[config.mk]
export PLATFORM = sky130hd
export DESIGN_NAME = food_spawner
export DESIGN_NICKNAME = d
export VERILOG_FILES = /design/src/rtl/food_spawner_pkg.sv /design/src/rtl/food_spawner_lfsr_galois.sv /design/src/rtl/food_spawner.sv
export SDC_FILE = /design/constraint.sdc
export NUM_CORES = 1
export LEC_CHECK = 0
export CORE_UTILIZATION = 35
export DETAILED_ROUTE_END_ITERATION = 7
export GPL_TIMING_DRIVEN = 0
export PLACE_DENSITY = 0.56
export SLEW_MARGIN = 20
export SYNTH_ARGS = -nofsm -noshare
export SYNTH_HDL_FRONTEND = slang
export SYNTH_SLANG_ARGS = --single-unit
[constraint.sdc]
create_clock -name Clock -period 2.7 [get_ports Clock]
set_clock_uncertainty 0.15 [all_clocks]
set_input_delay 0.54 -clock Clock [delete_from_list [all_inputs] [get_ports Clock]]
set_output_delay 0.54 -clock Clock [all_outputs]
set_load 0.005 [all_outputs]
[src/rtl/food_spawner_pkg.sv]
// rtl/food_spawner_pkg.sv - shared constants, FSM state type and LFSR tap table for the food spawner
package food_spawner_pkg;

    localparam int DEFAULT_GRID_WIDTH  = 32;
    localparam int DEFAULT_GRID_HEIGHT = 24;

    typedef enum logic [2:0] {
        ST_IDLE,
        ST_DRAW,
        ST_CHECK,
        ST_SCAN_Q,
        ST_SCAN_C
    } state_t;

    // Maximal-length right-shift Galois taps for the supported register widths.
    function automatic logic [31:0] lfsr_taps(input int width);
        case (width)
            8:       return 32'h0000_00B8;
            16:      return 32'h0000_B400;
            default: return 32'h8020_0003;
        endcase
    endfunction

endpackage

[src/rtl/food_spawner_lfsr_galois.sv]
// rtl/food_spawner_lfsr_galois.sv - free-running right-shift Galois LFSR with zero-seed guard
module lfsr_galois #(
    parameter int               WIDTH = 16,
    parameter logic [WIDTH-1:0] SEED  = 16'hACE1,
    parameter logic [WIDTH-1:0] TAPS  = 16'hB400
) (
    input  logic             Clock,
    input  logic             Reset,
    output logic [WIDTH-1:0] State
);

    // An all-zero state would lock the register, so a zero seed becomes 1.
    localparam logic [WIDTH-1:0] INIT = (SEED == '0) ? WIDTH'(1) : SEED;

    always_ff @(posedge Clock) begin
        if (Reset) begin
            State <= INIT;
        end else begin
            State <= (State >> 1) ^ (State[0] ? TAPS : '0);
        end
    end

endmodule

[src/rtl/food_spawner.sv]
// rtl/food_spawner.sv - random-then-scan food placement engine for the snake grid
module food_spawner
    import food_spawner_pkg::*;
#(
    parameter int                    GRID_WIDTH  = DEFAULT_GRID_WIDTH,
    parameter int                    GRID_HEIGHT = DEFAULT_GRID_HEIGHT,
    parameter int                    LFSR_WIDTH  = 16,
    parameter logic [LFSR_WIDTH-1:0] SEED        = 16'hACE1,
    parameter int                    MAX_TRIES   = 8,
    localparam int                   XW          = $clog2(GRID_WIDTH),
    localparam int                   YW          = $clog2(GRID_HEIGHT)
) (
    input  logic          Clock,
    input  logic          Reset,
    input  logic          Request,
    input  logic          Occupied,
    output logic [XW-1:0] QueryX,
    output logic [YW-1:0] QueryY,
    output logic [XW-1:0] xCoord,
    output logic [YW-1:0] yCoord,
    output logic          Valid,
    output logic          Fail,
    output logic          Busy
);

    localparam int TW = $clog2(MAX_TRIES + 1);
    localparam int CW = $clog2(GRID_WIDTH * GRID_HEIGHT + 1);

    localparam logic [XW:0]   X_LIM   = (XW+1)'(GRID_WIDTH);
    localparam logic [YW:0]   Y_LIM   = (YW+1)'(GRID_HEIGHT);
    localparam logic [XW-1:0] X_LAST  = XW'(GRID_WIDTH - 1);
    localparam logic [YW-1:0] Y_LAST  = YW'(GRID_HEIGHT - 1);
    localparam logic [TW-1:0] TRY_LIM = TW'(MAX_TRIES);
    localparam logic [CW-1:0] CELLS   = CW'(GRID_WIDTH * GRID_HEIGHT);

    logic [LFSR_WIDTH-1:0] lfsr_state;

    state_t        state,    state_nxt;
    logic [TW-1:0] tries,    tries_nxt;
    logic [CW-1:0] scan_cnt, scan_cnt_nxt;
    logic [XW-1:0] ptr_x,    ptr_x_nxt;
    logic [YW-1:0] ptr_y,    ptr_y_nxt;
    logic [XW-1:0] query_x_nxt, x_coord_nxt;
    logic [YW-1:0] query_y_nxt, y_coord_nxt;
    logic          valid_nxt, fail_nxt;

    logic [XW-1:0] cand_x;
    logic [YW-1:0] cand_y;
    logic          cand_ok;
    logic [TW-1:0] tries_inc;
    logic [CW-1:0] scan_cnt_inc;

    lfsr_galois #(
        .WIDTH (LFSR_WIDTH),
        .SEED  (SEED),
        .TAPS  (LFSR_WIDTH'(lfsr_taps(LFSR_WIDTH)))
    ) u_lfsr (
        .Clock (Clock),
        .Reset (Reset),
        .State (lfsr_state)
    );

    // Bits above the candidate field only shape the sequence.
    logic unused_lfsr;
    assign unused_lfsr = ^lfsr_state;

    function automatic logic [XW+YW-1:0] succ_cell(input logic [XW-1:0] x, input logic [YW-1:0] y);
        logic [XW-1:0] nx;
        logic [YW-1:0] ny;
        nx = x + XW'(1);
        ny = y;
        if (x == X_LAST) begin
            nx = '0;
            ny = (y == Y_LAST) ? '0 : y + YW'(1);
        end
        return {ny, nx};
    endfunction

    assign cand_x       = lfsr_state[XW-1:0];
    assign cand_y       = lfsr_state[XW+YW-1:XW];
    assign cand_ok      = ({1'b0, cand_x} < X_LIM) && ({1'b0, cand_y} < Y_LIM);
    assign tries_inc    = tries + TW'(1);
    assign scan_cnt_inc = scan_cnt + CW'(1);
    assign Busy         = (state != ST_IDLE);

    always_ff @(posedge Clock) begin
        if (Reset) begin
            state    <= ST_IDLE;
            tries    <= '0;
            scan_cnt <= '0;
            ptr_x    <= '0;
            ptr_y    <= '0;
            QueryX   <= '0;
            QueryY   <= '0;
            xCoord   <= '0;
            yCoord   <= '0;
            Valid    <= 1'b0;
            Fail     <= 1'b0;
        end else begin
            state    <= state_nxt;
            tries    <= tries_nxt;
            scan_cnt <= scan_cnt_nxt;
            ptr_x    <= ptr_x_nxt;
            ptr_y    <= ptr_y_nxt;
            QueryX   <= query_x_nxt;
            QueryY   <= query_y_nxt;
            xCoord   <= x_coord_nxt;
            yCoord   <= y_coord_nxt;
            Valid    <= valid_nxt;
            Fail     <= fail_nxt;
        end
    end

    always_comb begin
        state_nxt    = state;
        tries_nxt    = tries;
        scan_cnt_nxt = scan_cnt;
        ptr_x_nxt    = ptr_x;
        ptr_y_nxt    = ptr_y;
        query_x_nxt  = QueryX;
        query_y_nxt  = QueryY;
        x_coord_nxt  = xCoord;
        y_coord_nxt  = yCoord;
        valid_nxt    = 1'b0;
        fail_nxt     = 1'b0;

        case (state)
            ST_IDLE: begin
                if (Request) begin
                    tries_nxt = '0;
                    state_nxt = ST_DRAW;
                end
            end
            ST_DRAW: begin
                if (cand_ok) begin
                    query_x_nxt = cand_x;
                    query_y_nxt = cand_y;
                    state_nxt   = ST_CHECK;
                end else begin
                    tries_nxt = tries_inc;
                    if (tries_inc == TRY_LIM) begin
                        ptr_x_nxt    = '0;
                        ptr_y_nxt    = '0;
                        scan_cnt_nxt = '0;
                        state_nxt    = ST_SCAN_Q;
                    end
                end
            end
            ST_CHECK: begin
                if (!Occupied) begin
                    x_coord_nxt = QueryX;
                    y_coord_nxt = QueryY;
                    valid_nxt   = 1'b1;
                    state_nxt   = ST_IDLE;
                end else begin
                    tries_nxt = tries_inc;
                    if (tries_inc == TRY_LIM) begin
                        // Scan resumes just past the last rejected cell.
                        {ptr_y_nxt, ptr_x_nxt} = succ_cell(QueryX, QueryY);
                        scan_cnt_nxt           = '0;
                        state_nxt              = ST_SCAN_Q;
                    end else begin
                        state_nxt = ST_DRAW;
                    end
                end
            end
            ST_SCAN_Q: begin
                query_x_nxt = ptr_x;
                query_y_nxt = ptr_y;
                state_nxt   = ST_SCAN_C;
            end
            ST_SCAN_C: begin
                if (!Occupied) begin
                    x_coord_nxt = QueryX;
                    y_coord_nxt = QueryY;
                    valid_nxt   = 1'b1;
                    state_nxt   = ST_IDLE;
                end else begin
                    {ptr_y_nxt, ptr_x_nxt} = succ_cell(ptr_x, ptr_y);
                    scan_cnt_nxt           = scan_cnt_inc;
                    if (scan_cnt_inc == CELLS) begin
                        fail_nxt  = 1'b1;
                        state_nxt = ST_IDLE;
                    end else begin
                        state_nxt = ST_SCAN_Q;
                    end
                end
            end
            default: state_nxt = ST_IDLE;
        endcase
    end

endmodule

Word level (Yosys, flattened, before mapping):

Index checks and enable logic that the tools add are counted.

* $add $sub $neg: 6
* $lt $le $gt $ge: 1
* equal/unequal tests: 19
* multiplexer cells: 40
* bitwise operators: 4
* reduce and logical (&&, ||, !) cells: 15

Operators with widths (count)
* $mux W5: 16
* $mux W10: 4
* $pmux W10 S3: 1
* $pmux W5 S3: 2
* $add A5 B1 Y5 const B: 4
* $eq A5 B5 Y1 const B: 4
* $pmux W5 S2: 2
* $mux W16: 1
* $ne A2 B2 Y1 const B: 8
* $xor A15 B16 Y16: 1
* $pmux W3 S5: 1
* $mux W4: 3
* $pmux W4 S3: 1
* $add A10 B1 Y10 const B: 1
* $eq A10 B10 Y1 const B: 1
* $mux W3: 3
* $reduce_bool A3 Y1: 3
* $mux W2: 4
* $reduce_and A4 Y1: 2
* $reduce_and A7 Y1: 1
* $eq A3 B2 Y1 const B: 2
* $reduce_and A2 Y1: 3
* $reduce_and A6 Y1: 1
* $lt A5 B5 Y1 const B: 1
* other kinds (11): 15

* flip-flop bits (word level): 65
* input port bits: 4
* output and inout port bits: 23
* logic and storage cells: 97

Longest topological paths before layout:

Gate-level depths: netlist (run 1).

* word-level depth: 6
* depth in mapped cells: 9
* depth with buffers taken out: 8

By module:

Synthesis (run 1) repeated with hierarchy kept, for this count alone.

* cell total of the unflattened synthesis: 348
* area total of the unflattened synthesis: 3116.7 um^2

Modules (own cells, without submodules)
* food_spawner: instances 1, cells each 312, area an instance 2653.8 um^2, seq. area each 980.9 um^2
* lfsr_galois: instances 1, cells each 36, area an instance 462.9 um^2, seq. area each 320.3 um^2

Least setup slack after synthesis (run 1):

No wires, ideal clock.

* path kind: reg2reg
* from: register QueryX[0]
* to: register ptr_y[2]
* library setup time: 0.071 ns
* arrival time: 1.858 ns
* data required time: 2.479 ns
* slack: 0.621 ns
* stages on the path, launching flop included: 10
* buffers on the path: 1
* period minus slack after synthesis: 2.079 ns
* cells stage by stage: dfxtp_1 -> ha_1 -> and3_1 -> ha_1 -> clkbuf_1 -> nand2_1 -> xnor2_1 -> a31oi_1 -> or3b_1 -> a21oi_1

* cells in the longest elaborated chain, start to end: 5

RTL lines
* start, declared: line food_spawner.sv:17 `output logic [XW-1:0] QueryX,`
* start signal, assigned: line food_spawner.sv:105 `QueryX <= query_x_nxt;`
* $eq A5 B5 Y1: line food_spawner.sv:72 `if (x == X_LAST) begin`
* $mux W5: line food_spawner.sv:72
* $mux W5: line food_spawner.sv:157 `if (tries_inc == TRY_LIM) begin`
* $mux W5: line food_spawner.sv:150 `if (!Occupied) begin`
* $pmux W5 S3: line food_spawner.sv:127 `case (state)`
* end signal, assigned: line food_spawner.sv:104 `ptr_y <= ptr_y_nxt;`
* end, declared: line food_spawner.sv:42 `logic [YW-1:0] ptr_y, ptr_y_nxt;`

No other way between the ends. The select of a mux whose other input is x is not followed.
A chain may end at the register's enable or synchronous reset.

Final worst setup path (run 1):

* from: input Occupied
* to: register ptr_y[2]

* cells in the longest elaborated chain, start to end: 2
* elaborated cells on any way between the ends: 3
* those cells by class: eq/ne (2); reduce/logical (1)

RTL lines
* start, declared: line food_spawner.sv:16 `input logic Occupied,`
* $ne A2 B2 Y1 (no line)
* $reduce_and A7 Y1 (no line) *

Mark *: on every way between the ends. The rest lies on a longest branch, timed or not.

==> run_results.csv, run 1 <==
group,metric,value,unit
die,core,0.00838,sq mm
synth,syn_avg_cell_area,8.80,sq um
detailed_routing,first_pass_iters,4,
clocking,cts_sinks,65,
sta,fmax,395,MHz
sta,post-route-min-period,2.53,ns
detailed_routing,wl_per_cell,14.6,microns
die,initial_core_util,36.8,%
worst_setup_path,path_depth,6,
worst_setup_path,ff2ff_setup_slack,0.18,ns
sta,hold_slack,0.267,ns
detailed_routing,viasPerCell,5.18,
worst_setup_path,reg2reg_depth,8,
clocking,clkTransAtPathRegs,0.07,ns
sta,layout_setup_ws,0.167,ns
worst_setup_path,cp_slowest_cell,"clkdlybuf4s50_1",
worst_setup_path,cp.required,2.82,ns
clocking,cts_root_buffer,"clkbuf_8",
clocking,clk_latency,0.35,ns
synth,yosysUniqueCellTypes,53,
synth,syn_inst,350,
run,maxCapViolCount,0,
worst_setup_path,cp-endpoint,"ptr_y[2]$_SDFFE_PP0P_",
worst_setup_path,rr_startpoint,"state[0]$_SDFFE_PP0P_",
pwr,p_per_area,542,mW/mm^2
place,gp_congestion,0.802,
synth,yosysSeqAreaShare,42.2,%
min_path,hp-start,"u_lfsr.State[12]$_SDFF_PP0_",
worst_setup_path,r2r_end,"ptr_x[1]$_SDFFE_PP0P_",
global_route,grt_pass1_vias,2283,
synth,yosysWarnings,0,
worst_setup_path,crit_type,"input pin to flip-flop",
detailed_routing,drc,0,
worst_setup_path,crit_family,"compound AO/OA/AOI/OAI gates",
sta,hold_viol_final,0,
place,post-place-ws,-0.197,ns
finish,area_delta_synth_final,18.9,%
detailed_routing,routed_wl,7270,microns
die,io_pins,27,
synth,synth_edf_count,0,
min_path,hold_path_class,"flip-flop to flip-flop",
finish,nNetsFinal,398,
clocking,cts_made_buffers,9,
sta,worst-slew-pin-transition,0.737,ns
die,dieArea,0.00918,sq mm
clocking,htree_num_levels,3,
detailed_routing,num_vias,2571,
status,status,"complete, no violations",
sta,slew-limit-headroom,50.8,%
global_route,grtUsageTotal,17.2,%
place,portBuffers,25,
global_route,grt_antenna_before_repair,0,
worst_setup_path,cp_slowest_stage_delay,0.66,ns
sta,rsz0062_at_grt,"false",
worst_setup_path,arrival,2.65,ns
pwr,ir_worst_vdd,0.331,mV
finish,antenna_cells,0,
die,die_w,95.8,microns
synth,async_reset_ff_share,0,%
detailed_routing,drt_iter0_markers,133,
worst_setup_path,cp-end-kind,"flip-flop",
place,dp_hpwl,5210,microns
worst_setup_path,critPathMaxFanout,7,
synth,netlist_area,0.00308,sq mm
worst_setup_path,path_buf_inv,1,
synth,synth_top_flop_cell,"dfxtp_1",
sta,drv_slew,0,
sta,layout_worst_path_cycle_share,93.8,%
die,die_h,95.8,microns
detailed_routing,antenna_left,0,
die,fp-row-count,33,
global_route,grt_pass1_wl,11600,microns
global_route,grt_max_degree,12,
worst_setup_path,start_kind,"input pin",
finish,drive_gt1_share,7.93,%
synth,synth_nets,362,
pwr,leakagePower,1.41,nW
synth,ys_ff_latch,65,
worst_setup_path,critical_path.cell_chain,"clkdlybuf4s50_1 > nand3b_1 > a21o_1 > a221oi_4 > or3b_1 > a21oi_1",
clocking,clockBufferDepth,2,
sta,finalSetupViolations,0,
worst_setup_path,crit_start,"Occupied",
global_route,overflow,0,
clocking,cts_tree,"done",
==> registers in the layout, summed over array words and instances (netlist names) <==
name          count
scan_cnt         10
u_lfsr.State     16
yCoord            5
Valid             1
QueryY            5
state             3
ptr_y             5
tries             4
QueryX            5
xCoord            5
ptr_x             5
Fail              1
==> placed cells by master (no fill, tap or decap), types with 8 or more instances in the layout <==
cell and n:
dfxtp_1 65, nor2_1 61, a21oi_1 29, mux2i_1 26, clkdlybuf4s50_1 25, clkbuf_1 18, nand2_1 13, o21ai_0 10
nand3_1 10, clkbuf_8 10, nor2b_1 9, and3_1 8, a311oi_1 8, ha_1 8
==> synthesized netlist by cell type, types with 8 or more instances <==
cell type  instances  area (sq um)
clkbuf_1          17          63.8
and3_1             8          50.1
a311oi_1           8          70.1
nand2_1           13          48.8
mux2i_1           26           260
nor2b_1            9          56.3
o21ai_0           10          50.1
nand3_1           10          50.1
ha_1               8           100
nor2_1            61           229
a21oi_1           30           150
dfxtp_1           65          1300
==> stage by stage <==
stage	util [%]	instances	area [sq um]	power (mW)	setup TNS, ns
5_1_grt	43.7	496	3660	2.07	0
2_1_floorplan	-	350	3080	1.12	0
3_5_place_dp	41.3	480	3460	1.18	-1.68
4_1_cts	43.7	496	3660	2.02	0
6_report	43.7	496	3660	1.99	0
3_3_place_gp	41.3	480	3460	1.18	-2.02
==> final cells by class <==
cell class | instances | area [sq um]
Buffer | 23 | 109
Clock buffer | 11 | 141
Clock inverter | 5 | 55.1
Fill cell | 860 | 4720
Inverter | 5 | 18.8
Multi-Input combinational cell | 257 | 1660
Sequential cell | 65 | 1300
Tap cell | 105 | 131
Timing Repair Buffer | 25 | 250
==> where the power goes <==
group / total (mW) / switching [mW] / internal (mW) / leakage, nW
Sequential: 1.01 / 0.0285 / 0.986 / 0.529
Clock: 0.834 / 0.385 / 0.449 / 0.0953
Combinational: 0.138 / 0.0736 / 0.0642 / 0.780
Total: 1.99 / 0.488 / 1.50 / 1.40
==> layer usage <==
metal / global-route usage [%] / vias to the layer above / part of all wire (%)
met5: 0 / - / 0
met4: 7.09 / 0 / 1.4
met3: 4.27 / 7 / 3.8
met2: 25.8 / 38 / 45
met1: 23.4 / 1210 / 50
li1: - / 1316 / -
==> what timing repair did <==
item / 4_1_cts / 5_1_grt
gates resized for setup: 0 / 1
buffers inserted: 0 / 0
hold buffers: 0 / 0
setup endpoints to repair: 0 / 1
==> cells by family after synthesis <==
| kind of cell | Yosys count | synth area share, % |
|---|---|---|
| AND/OR/NAND/NOR | 141 | 23.6 |
| XOR/XNOR | 8 | 2.27 |
| flip-flops | 65 | 42.2 |
| AO/OA/AOI/OAI | 74 | 16.0 |
| multiplexers | 26 | 8.44 |
| buffers and inverters | 28 | 4.14 |
| adder cells (fa/ha/maj) | 8 | 3.25 |
==> worst min-delay path by stage <==
| stage | to | slack [ns] | cells past startpoint |
|---|---|---|---|
| 3_3_place_gp | u_lfsr.State[11]$_SDFF_PP1_ | 0.25 | 1 |
| 2_1_floorplan | u_lfsr.State[11]$_SDFF_PP1_ | 0.24 | 1 |
| 4_1_cts | u_lfsr.State[11]$_SDFF_PP1_ | 0.27 | 1 |
| 6_report | u_lfsr.State[11]$_SDFF_PP1_ | 0.27 | 1 |
| 3_5_place_dp | u_lfsr.State[11]$_SDFF_PP1_ | 0.26 | 1 |
| 5_1_grt | u_lfsr.State[11]$_SDFF_PP1_ | 0.28 | 1 |
No activity file was read; power rests on OpenSTA's default activity.
==> run 2, diff against run 1 <==
--- a/config.mk
+++ b/config.mk
@@ -9,7 +9,7 @@
 export DETAILED_ROUTE_END_ITERATION = 7
 export GPL_TIMING_DRIVEN = 0
 export PLACE_DENSITY = 0.56
-export SLEW_MARGIN = 20
+export SLEW_MARGIN = 25
 export SYNTH_ARGS = -nofsm -noshare
 export SYNTH_HDL_FRONTEND = slang
 export SYNTH_SLANG_ARGS = --single-unit
==> results of run 2 <==
Final layout, timing and power as in run 1 (identical DEF).
